[src/rtl/jellyvl_synctimer_pkg.sv]
// Shared types and constants for the synctimer subsystem: time type, adjust-sign
// encoding and the fractional-step split helper.
package jellyvl_synctimer_pkg;

    localparam int unsigned TIME_WIDTH = 64;
    typedef logic [TIME_WIDTH-1:0] t_time;

    localparam logic ADJ_SIGN_PLUS  = 1'b0;
    localparam logic ADJ_SIGN_MINUS = 1'b1;

    typedef struct packed {
        logic [31:0] step_int;
        logic [31:0] step_frac;
    } t_step;

    // Splits NUMERATOR/DENOMINATOR into integer and remainder parts; a zero
    // denominator yields zeros so elaboration can report it instead of dividing.
    function automatic t_step calc_step(input int unsigned numerator, input int unsigned denominator);
        t_step s;
        s = '0;
        if (denominator != 0) begin
            s.step_int  = numerator / denominator;
            s.step_frac = numerator % denominator;
        end
        return s;
    endfunction

endpackage

[src/rtl/jellyvl_synctimer_frac_step.sv]
// Fractional-rate accumulator: adds STEP_FRAC per clock and raises carry on the
// cycle the sum reaches DENOMINATOR. clear zeroes the accumulator.
module jellyvl_synctimer_frac_step
    import jellyvl_synctimer_pkg::*;
#(
    parameter int unsigned DENOMINATOR = 3,
    parameter int unsigned STEP_FRAC   = 1,
    parameter int unsigned ACC_WIDTH   = 32
) (
    input  logic reset,
    input  logic clk,
    input  logic clear,
    output logic carry
);

    logic [ACC_WIDTH-1:0] acc_q;
    logic [ACC_WIDTH-1:0] acc_d;
    logic [ACC_WIDTH-1:0] acc_sum;

    // carry is combinational from the current accumulator so the caller can
    // fold it into the same edge's update.
    always_comb begin
        acc_sum = acc_q + ACC_WIDTH'(STEP_FRAC);
        carry   = (acc_sum >= ACC_WIDTH'(DENOMINATOR));
        acc_d   = carry ? (acc_sum - ACC_WIDTH'(DENOMINATOR)) : acc_sum;
        if (clear) begin
            acc_d = '0;
        end
    end

    always_ff @(posedge clk or negedge reset) begin
        if (!reset) begin
            acc_q <= '0;
        end else begin
            acc_q <= acc_d;
        end
    end

endmodule

[src/rtl/jellyvl_synctimer_timer.sv]
// Synctimer local time base: fractional nominal step, +/-1 slew on accepted adjust
// beats, hard load on set_valid. Optional counters under JELLYVL_SYNCTIMER_TIMER_MONITOR_EN.
module jellyvl_synctimer_timer
    import jellyvl_synctimer_pkg::*;
#(
    parameter int unsigned TIMER_WIDTH = 64,
    parameter int unsigned NUMERATOR   = 10,
    parameter int unsigned DENOMINATOR = 3,
    parameter int unsigned ACC_WIDTH   = 32
) (
    input  logic                   reset,
    input  logic                   clk,
    input  logic [TIMER_WIDTH-1:0] set_time,
    input  logic                   set_valid,
    input  logic                   adjust_sign,
    input  logic                   adjust_valid,
    output logic                   adjust_ready,
    output logic [TIMER_WIDTH-1:0] local_time,
    output logic [31:0]            mon_adjust_plus,
    output logic [31:0]            mon_adjust_minus
);

    localparam t_step       STEP      = calc_step(NUMERATOR, DENOMINATOR);
    localparam int unsigned STEP_INT  = STEP.step_int;
    localparam int unsigned STEP_FRAC = STEP.step_frac;

    if (DENOMINATOR < 1) begin : g_bad_den
        $error("jellyvl_synctimer_timer: DENOMINATOR must be >= 1");
    end
    if (NUMERATOR < DENOMINATOR) begin : g_bad_num
        $error("jellyvl_synctimer_timer: NUMERATOR must be >= DENOMINATOR");
    end

    // Handshake: a beat transfers on a clk edge where adjust_valid & adjust_ready.
    // adjust_ready drops combinationally during set_valid; the producer keeps
    // adjust_valid and adjust_sign stable until the beat transfers.
    logic                   ready_en_q;
    logic [TIMER_WIDTH-1:0] local_time_q;
    logic [TIMER_WIDTH-1:0] local_time_d;
    logic                   carry;
    logic                   adj_accept;
    logic                   adj_plus;
    logic                   adj_minus;

    assign adjust_ready = ready_en_q & ~set_valid;
    assign adj_accept   = adjust_valid & adjust_ready;
    assign adj_plus     = adj_accept & (adjust_sign == ADJ_SIGN_PLUS);
    assign adj_minus    = adj_accept & (adjust_sign == ADJ_SIGN_MINUS);
    assign local_time   = local_time_q;

    jellyvl_synctimer_frac_step #(
        .DENOMINATOR (DENOMINATOR),
        .STEP_FRAC   (STEP_FRAC),
        .ACC_WIDTH   (ACC_WIDTH)
    ) u_frac_step (
        .reset (reset),
        .clk   (clk),
        .clear (set_valid),
        .carry (carry)
    );

    // STEP_INT >= 1 makes the total increment non-negative even on a retard beat.
    always_comb begin
        local_time_d = local_time_q + TIMER_WIDTH'(STEP_INT) + TIMER_WIDTH'(carry)
                     + TIMER_WIDTH'(adj_plus) - TIMER_WIDTH'(adj_minus);
        if (set_valid) begin
            local_time_d = set_time;
        end
    end

    always_ff @(posedge clk or negedge reset) begin
        if (!reset) begin
            ready_en_q   <= 1'b0;
            local_time_q <= '0;
        end else begin
            ready_en_q   <= 1'b1;
            local_time_q <= local_time_d;
        end
    end

`ifdef JELLYVL_SYNCTIMER_TIMER_MONITOR_EN
    logic [31:0] mon_plus_q;
    logic [31:0] mon_minus_q;

    always_ff @(posedge clk or negedge reset) begin
        if (!reset) begin
            mon_plus_q  <= '0;
            mon_minus_q <= '0;
        end else if (set_valid) begin
            mon_plus_q  <= '0;
            mon_minus_q <= '0;
        end else begin
            if (adj_plus && (mon_plus_q != '1)) begin
                mon_plus_q <= mon_plus_q + 32'd1;
            end
            if (adj_minus && (mon_minus_q != '1)) begin
                mon_minus_q <= mon_minus_q + 32'd1;
            end
        end
    end

    assign mon_adjust_plus  = mon_plus_q;
    assign mon_adjust_minus = mon_minus_q;
`else
    assign mon_adjust_plus  = '0;
    assign mon_adjust_minus = '0;
`endif

endmodule

[config.mk]
export PLATFORM = sky130hd
export DESIGN_NAME = jellyvl_synctimer_timer
export DESIGN_NICKNAME = d
export VERILOG_FILES = /design/src/rtl/jellyvl_synctimer_pkg.sv /design/src/rtl/jellyvl_synctimer_frac_step.sv /design/src/rtl/jellyvl_synctimer_timer.sv
export SDC_FILE = /design/constraint.sdc
export NUM_CORES = 1
export LEC_CHECK = 0
export CORE_MARGIN = 1.5
export CORE_UTILIZATION = 35
export DETAILED_ROUTE_END_ITERATION = 8
export GPL_TIMING_DRIVEN = 0
export SLEW_MARGIN = 20
export SYNTH_ARGS = -nofsm -noshare
export SYNTH_HDL_FRONTEND = slang
export SYNTH_SLANG_ARGS = --single-unit
[constraint.sdc]
create_clock -name clk -period 11.9 [get_ports clk]
set_clock_uncertainty 0.2 [all_clocks]
set_input_delay 2.38 -clock clk [delete_from_list [all_inputs] [get_ports clk]]
set_output_delay 2.38 -clock clk [all_outputs]
set_load 0.005 [all_outputs]
# --- Word-level counts from Yosys, hierarchy flattened ---
# Cells that the tools add are included.
classes:
  n_addsub: 6
  order_cmp: 1
  mux: 3
  n_bitwise: 6
ops:
  columns: ["cell", "count"]
  rows:
  - ["$add 64x1->64", 2]
  - ["$add 64x2->64 const B", 1]
  - ["$mux 32", 2]
  - ["$mux 64", 1]
  - ["$sub 64x1->64", 1]
  - ["$add 32x1->32 const B", 1]
  - ["$ge 32x2->1 const B", 1]
  - ["$sub 32x2->32 const B", 1]
  - ["$and 1x1->1", 4]
  - ["$not 1->1", 2]
totals:
  register_bits: 97
  input_bits: 69
  out_inout_bits: 129
  word_cells: 19

# --- Depth between registers and ports, before layout ---
depth:
  depth_word: 7
  depth_mapped: 24
  depth_no_buf: 21

# --- Cells and area by module ---
# From an unflattened synthesis, not the netlist that was laid out.
hier_totals:
  hier_cells: 1280
  area_unflattened_um2: 9816.9
modules_own_cells:
  columns: ["module", "n_inst", "cells_per_inst", "area_per_inst_um2", "seq_area_each_um2"]
  rows:
  - ["jellyvl_synctimer_timer", 1, 906, 6854.1, 1626.6]
  - ["jellyvl_synctimer_frac_step", 1, 374, 2962.8, 800.8]

# --- Least setup slack after synthesis ---
# No wires, ideal clock.
synth_timing:
  path_kind: "input -> register"
  from: "input set_valid"
  to: "register local_time_q[56] (netlist: local_time[56])"
  setup_time_ns: 0.128
  arrival_time_ns: 5.473
  required_ns: 11.572
  slack_ns: 6.099
  stages: 17
  n_path_buf: 1
  cell_sequence: "clkbuf_1 > nor2b_1 > nand2_1 > xor2_1 > ha_1 > inv_1 > fa_1 > nor2b_1 > o311ai_0 > a21oi_1 > o221ai_1 > o2111ai_1 > a31oi_1 > o21ai_1 > a21oi_1 > o311a_1 > nor3_1"
synth_via:
  elab_chain_cells: 7
  word_cells_on_any_way: 8
  cone_classes: "add/sub: 2; mux: 1; bitwise: 5"
synth_lines:
  columns: ["element", "line", "rtl"]
  rows:
  - ["start, declared", "jellyvl_synctimer_timer.sv:14", "input logic set_valid,"]
  - ["$not 1->1 (*)", "jellyvl_synctimer_timer.sv:45", "assign adjust_ready = ready_en_q & ~set_valid;"]
  - ["$and 1x1->1 (*)", "jellyvl_synctimer_timer.sv:45", null]
  - ["net adjust_ready", "jellyvl_synctimer_timer.sv:17", "output logic adjust_ready,"]
  - ["$and 1x1->1 (*)", "jellyvl_synctimer_timer.sv:46", "assign adj_accept = adjust_valid & adjust_ready;"]
  - ["$and 1x1->1", "jellyvl_synctimer_timer.sv:47", "assign adj_plus = adj_accept & (adjust_sign == ADJ_SIGN_PLUS);"]
  - ["$add 64x1->64", "jellyvl_synctimer_timer.sv:65", "+ TIMER_WIDTH'(adj_plus) - TIMER_WIDTH'(adj_minus);"]
  - ["$sub 64x1->64 (*)", "jellyvl_synctimer_timer.sv:65", null]
  - ["$mux 64 (*)", "jellyvl_synctimer_timer.sv:66", "if (set_valid) begin"]
  - ["net local_time_d[56]", "jellyvl_synctimer_timer.sv:39", "logic [TIMER_WIDTH-1:0] local_time_d;"]
  - ["end signal, assigned", "jellyvl_synctimer_timer.sv:77", "local_time_q <= local_time_d;"]
  - ["end, declared", "jellyvl_synctimer_timer.sv:38", "logic [TIMER_WIDTH-1:0] local_time_q;"]
# The timed path passes the listed nets; every way through them passes the cells marked *.

# --- Worst setup path after layout ---
layout_timing:
  from: "register u_frac_step.acc_q[1]"
  to: "register local_time_q[58] (netlist: local_time[58])"
layout_via:
  elab_chain_cells: 6
layout_lines:
  columns: ["element", "line", "rtl"]
  rows:
  - ["start, declared", "jellyvl_synctimer_frac_step.sv:16", "logic [ACC_WIDTH-1:0] acc_q;"]
  - ["start signal, assigned", "jellyvl_synctimer_frac_step.sv:33", "acc_q <= '0;"]
  - ["start signal, assigned", "jellyvl_synctimer_frac_step.sv:35", "acc_q <= acc_d;"]
  - ["$add 32x1->32", "jellyvl_synctimer_frac_step.sv:23", "acc_sum = acc_q + ACC_WIDTH'(STEP_FRAC);"]
  - ["$ge 32x2->1", "jellyvl_synctimer_frac_step.sv:24", "carry = (acc_sum >= ACC_WIDTH'(DENOMINATOR));"]
  - ["$add 64x1->64", "jellyvl_synctimer_timer.sv:64", "local_time_d = local_time_q + TIMER_WIDTH'(STEP_INT) + TIMER_WIDTH'(carry)"]
  - ["$add 64x1->64", "jellyvl_synctimer_timer.sv:65", null]
  - ["$sub 64x1->64", "jellyvl_synctimer_timer.sv:65", null]
  - ["$mux 64", "jellyvl_synctimer_timer.sv:66", null]
  - ["net local_time_d[58]", "jellyvl_synctimer_timer.sv:39", null]
# The timed path passes the listed nets, and every way through them passes these cells.

==> results.txt <==
status = completed
gpl congestion = 0.903
vias in the first global route = 9257
Yosys top cell by area = dfrtp_1
number of synthesized flops with an enable pin = 0
Hold EP = u_frac_step.acc_q[10]
Data required, critical path = 11.92 ns
top cells by count, synth = nand2_1 (149), nor2_1 (102), o21ai_0 (98)
flop and latch count out of synthesis = 97
TritonCTS clock tree = yes
Die Area = 29400 sq um
mux share of post-synthesis cell area = 0.0176
clk slew on worst S/H paths = 0.07 ns
Slew headroom = 0.389
total gr overflow = 0
Worst setup EP type = register
post-synthesis xor/xnor area fraction = 0.0880
synthesis warning total = 0
Hold Crit Class = register to register
top post-synthesis cells by area = dfrtp_1 (24%), ha_1 (8.3%), xnor2_1 (5.6%)
share of the synthesized area in the top cell type = 0.245
worst skew pair latency = 0.36 ns
synth unique cells = 83
I/O pin count = 198
R2R cell count = 22
Total GRT Usage = 0.204
Hold Path Depth = 2
post-route ant nets = 0
Seq/Total Area, Yosys = 0.245
Die Height = 171 um
worst vdd ir = 138 uV
Critical Path Source Type = register
RSZ-0062 raised after global routing = no
layout cells sized above 1 = 0.0825
DRT Pass-1 Iters = 5
Setup TNS = 0 ns
largest family of logic cells by synthesized area = simple AND/OR/NAND/NOR gates
Max Freq = 136 MHz
global-route wire length before repair = 47.7 mm
Core ar. = 27900 sq um
H-tree Lvls = 3
pin count of the biggest net entering global routing = 68
Power Density = 328 nW/um^2
Syn Area/Cell = 7.62 sq um
mapped cell area = 9930 sq um
placed wire-length estimate = 23.3 mm
Crit Reg-Reg Startpoint = u_frac_step.acc_q[1]
Vias/cell = 5.16
period utilisation layout = 0.618
DRC viols = 0
Clock Tree Root = clkbuf_16
worst setup path class = register to register
P_leak = 5.51 nW
FP Rows = 61
Hold Fails Final Rpt = 0
total clock sinks = 97
Starting Density = 0.356
reg2reg end = local_time[58]
post-CTS setup buffer count = 0
post-CTS resize count = 0
Syn Inst Count = 1303
Synth Area in Simple Gates = 0.234
initial DRC count = 622
WL final = 29.5 mm
minimum clock period = 7.35 ns
Die W = 171 um
slew of the pin with the lowest slew margin = 0.904 ns
Slew Viols, Final = 0
Layout Nets = 1646
hold_buf cts = 0
r2r setup slk = 4.55 ns
Area Overhead vs Synth = 23.7%
Post-Synth Adder-Cell Area = 0.0852
count leader, synth = nand2_1
drt wl/cell = 15.6 um
Clock Path Buffers = 2
Max-cap violations = 0
min-delay src = u_frac_step.acc_q[10]
CTS Buf Count = 9
Synth async-reset ratio = 1.00
Setup Viol. Count Final = 0
complex-gate fraction of the synthesized area = 0.221
IO Port Bufs = 132
Hold WS = 0.434 ns
initial antenna violation count = 1
Crit path arrival time = 7.37 ns
commonest register cell after synthesis = dfrtp_1
routed vias = 9777
largest fanout on the critical path = 10
## area by class of cell
cell class                      count  area [sq um]
Timing Repair Buffer              133          1350
Clock inverter                      6          66.3
Multi-Input combinational cell   1055          6650
Fill cell                        2887         15600
Tap cell                          378           473
Buffer                            124           751
Antenna cell                        1          2.50
Inverter                           90           338
Clock buffer                       10           229
Sequential cell                    97          2430
## metrics by stage
stage                     setup WS (ns)  area [sq um]   util  instances  total power, mW
after CTS                          4.62         12300  0.441       1893             4.03
after global placement             4.28         12000  0.429       1876             3.67
after floorplan                    6.10         10200      -       1366             2.82
after global routing               4.05         12300  0.441       1894             4.44
after detailed placement           4.39         12000  0.430       1877             3.69
final                              4.55         12300  0.441       1894             4.04
## worst max-delay path by stage
stage               slack, ns                  from  cells after the start             end
global placement         4.28                 reset                      1  local_time[50]
floorplan                6.10             set_valid                     17  local_time[56]
detailed placement       4.39             set_valid                     17  local_time[58]
global route             4.05  u_frac_step.acc_q[0]                     23  local_time[58]
finish                   4.55  u_frac_step.acc_q[1]                     22  local_time[58]
CTS                      4.62  u_frac_step.acc_q[0]                     23  local_time[58]
## sequential cells by signal, indices dropped and copies added, names as in the netlist
signal / cells
u_frac_step.acc_q: 32
ready_en_q: 1
local_time: 64
## cell families (layout without fill, tap and decap cells)
kind of cell | after synthesis | count (layout)
buf+inv | 214 | 363
compound gates | 347 | 347
mux | 16 | 16
fa+ha+maj | 67 | 67
xor+xnor | 98 | 98
flops | 97 | 97
simple gates | 462 | 462
other cells | 2 | 66
## critical path: stages, from the launching register on
cell      delay, ns
dfrtp_1        0.43
ha_1           0.16
buf_2          0.20
and4_1         0.34
nand4_1        0.26
nor2_1         0.51
nand3_1        0.27
a211oi_4       0.56
nand2_4        0.15
buf_6          0.18
ha_1           0.22
inv_1          0.07
fa_1           0.21
nor2b_1        0.07
o311ai_0       0.75
a211oi_1       0.25
o311ai_0       0.82
nand4_1        0.36
a211oi_1       0.37
o211ai_1       0.25
a41oi_1        0.28
xor2_1         0.20
o21ai_0        0.09
## placed cells by master, fill, tap and decap left out, drive strengths merged, types with 33 or more instances in the layout
cell           synthesis  routed
clkbuf                44      54
conb                   2      65
inv                   89      90
buf                   80      82
xor2                  33      33
xnor2                 65      65
nand2                150     150
nand4                 42      42
ha                    66      66
dfrtp                 97      97
a21oi                 91      91
clkdlybuf4s50          0     131
a21o                  37      37
o21ai                103     103
nor2                 103     103
## power breakdown
group | leakage [nW] | total (mW) | internal [mW] | switching (mW)
sequential | 1.21 | 0.624 | 0.481 | 0.143
clock | 0.147 | 0.311 | 0.165 | 0.146
combinational | 4.16 | 3.10 | 1.32 | 1.78
## layer usage
layer	track usage	part of all wire	vias to the layer above
li1	-	-	4887
met1	0.274	0.48	4596
met2	0.342	0.46	260
met3	0.0235	0.043	34
met4	0.0629	0.021	0
met5	0	0	-
(Power assumes the default switching activity.)
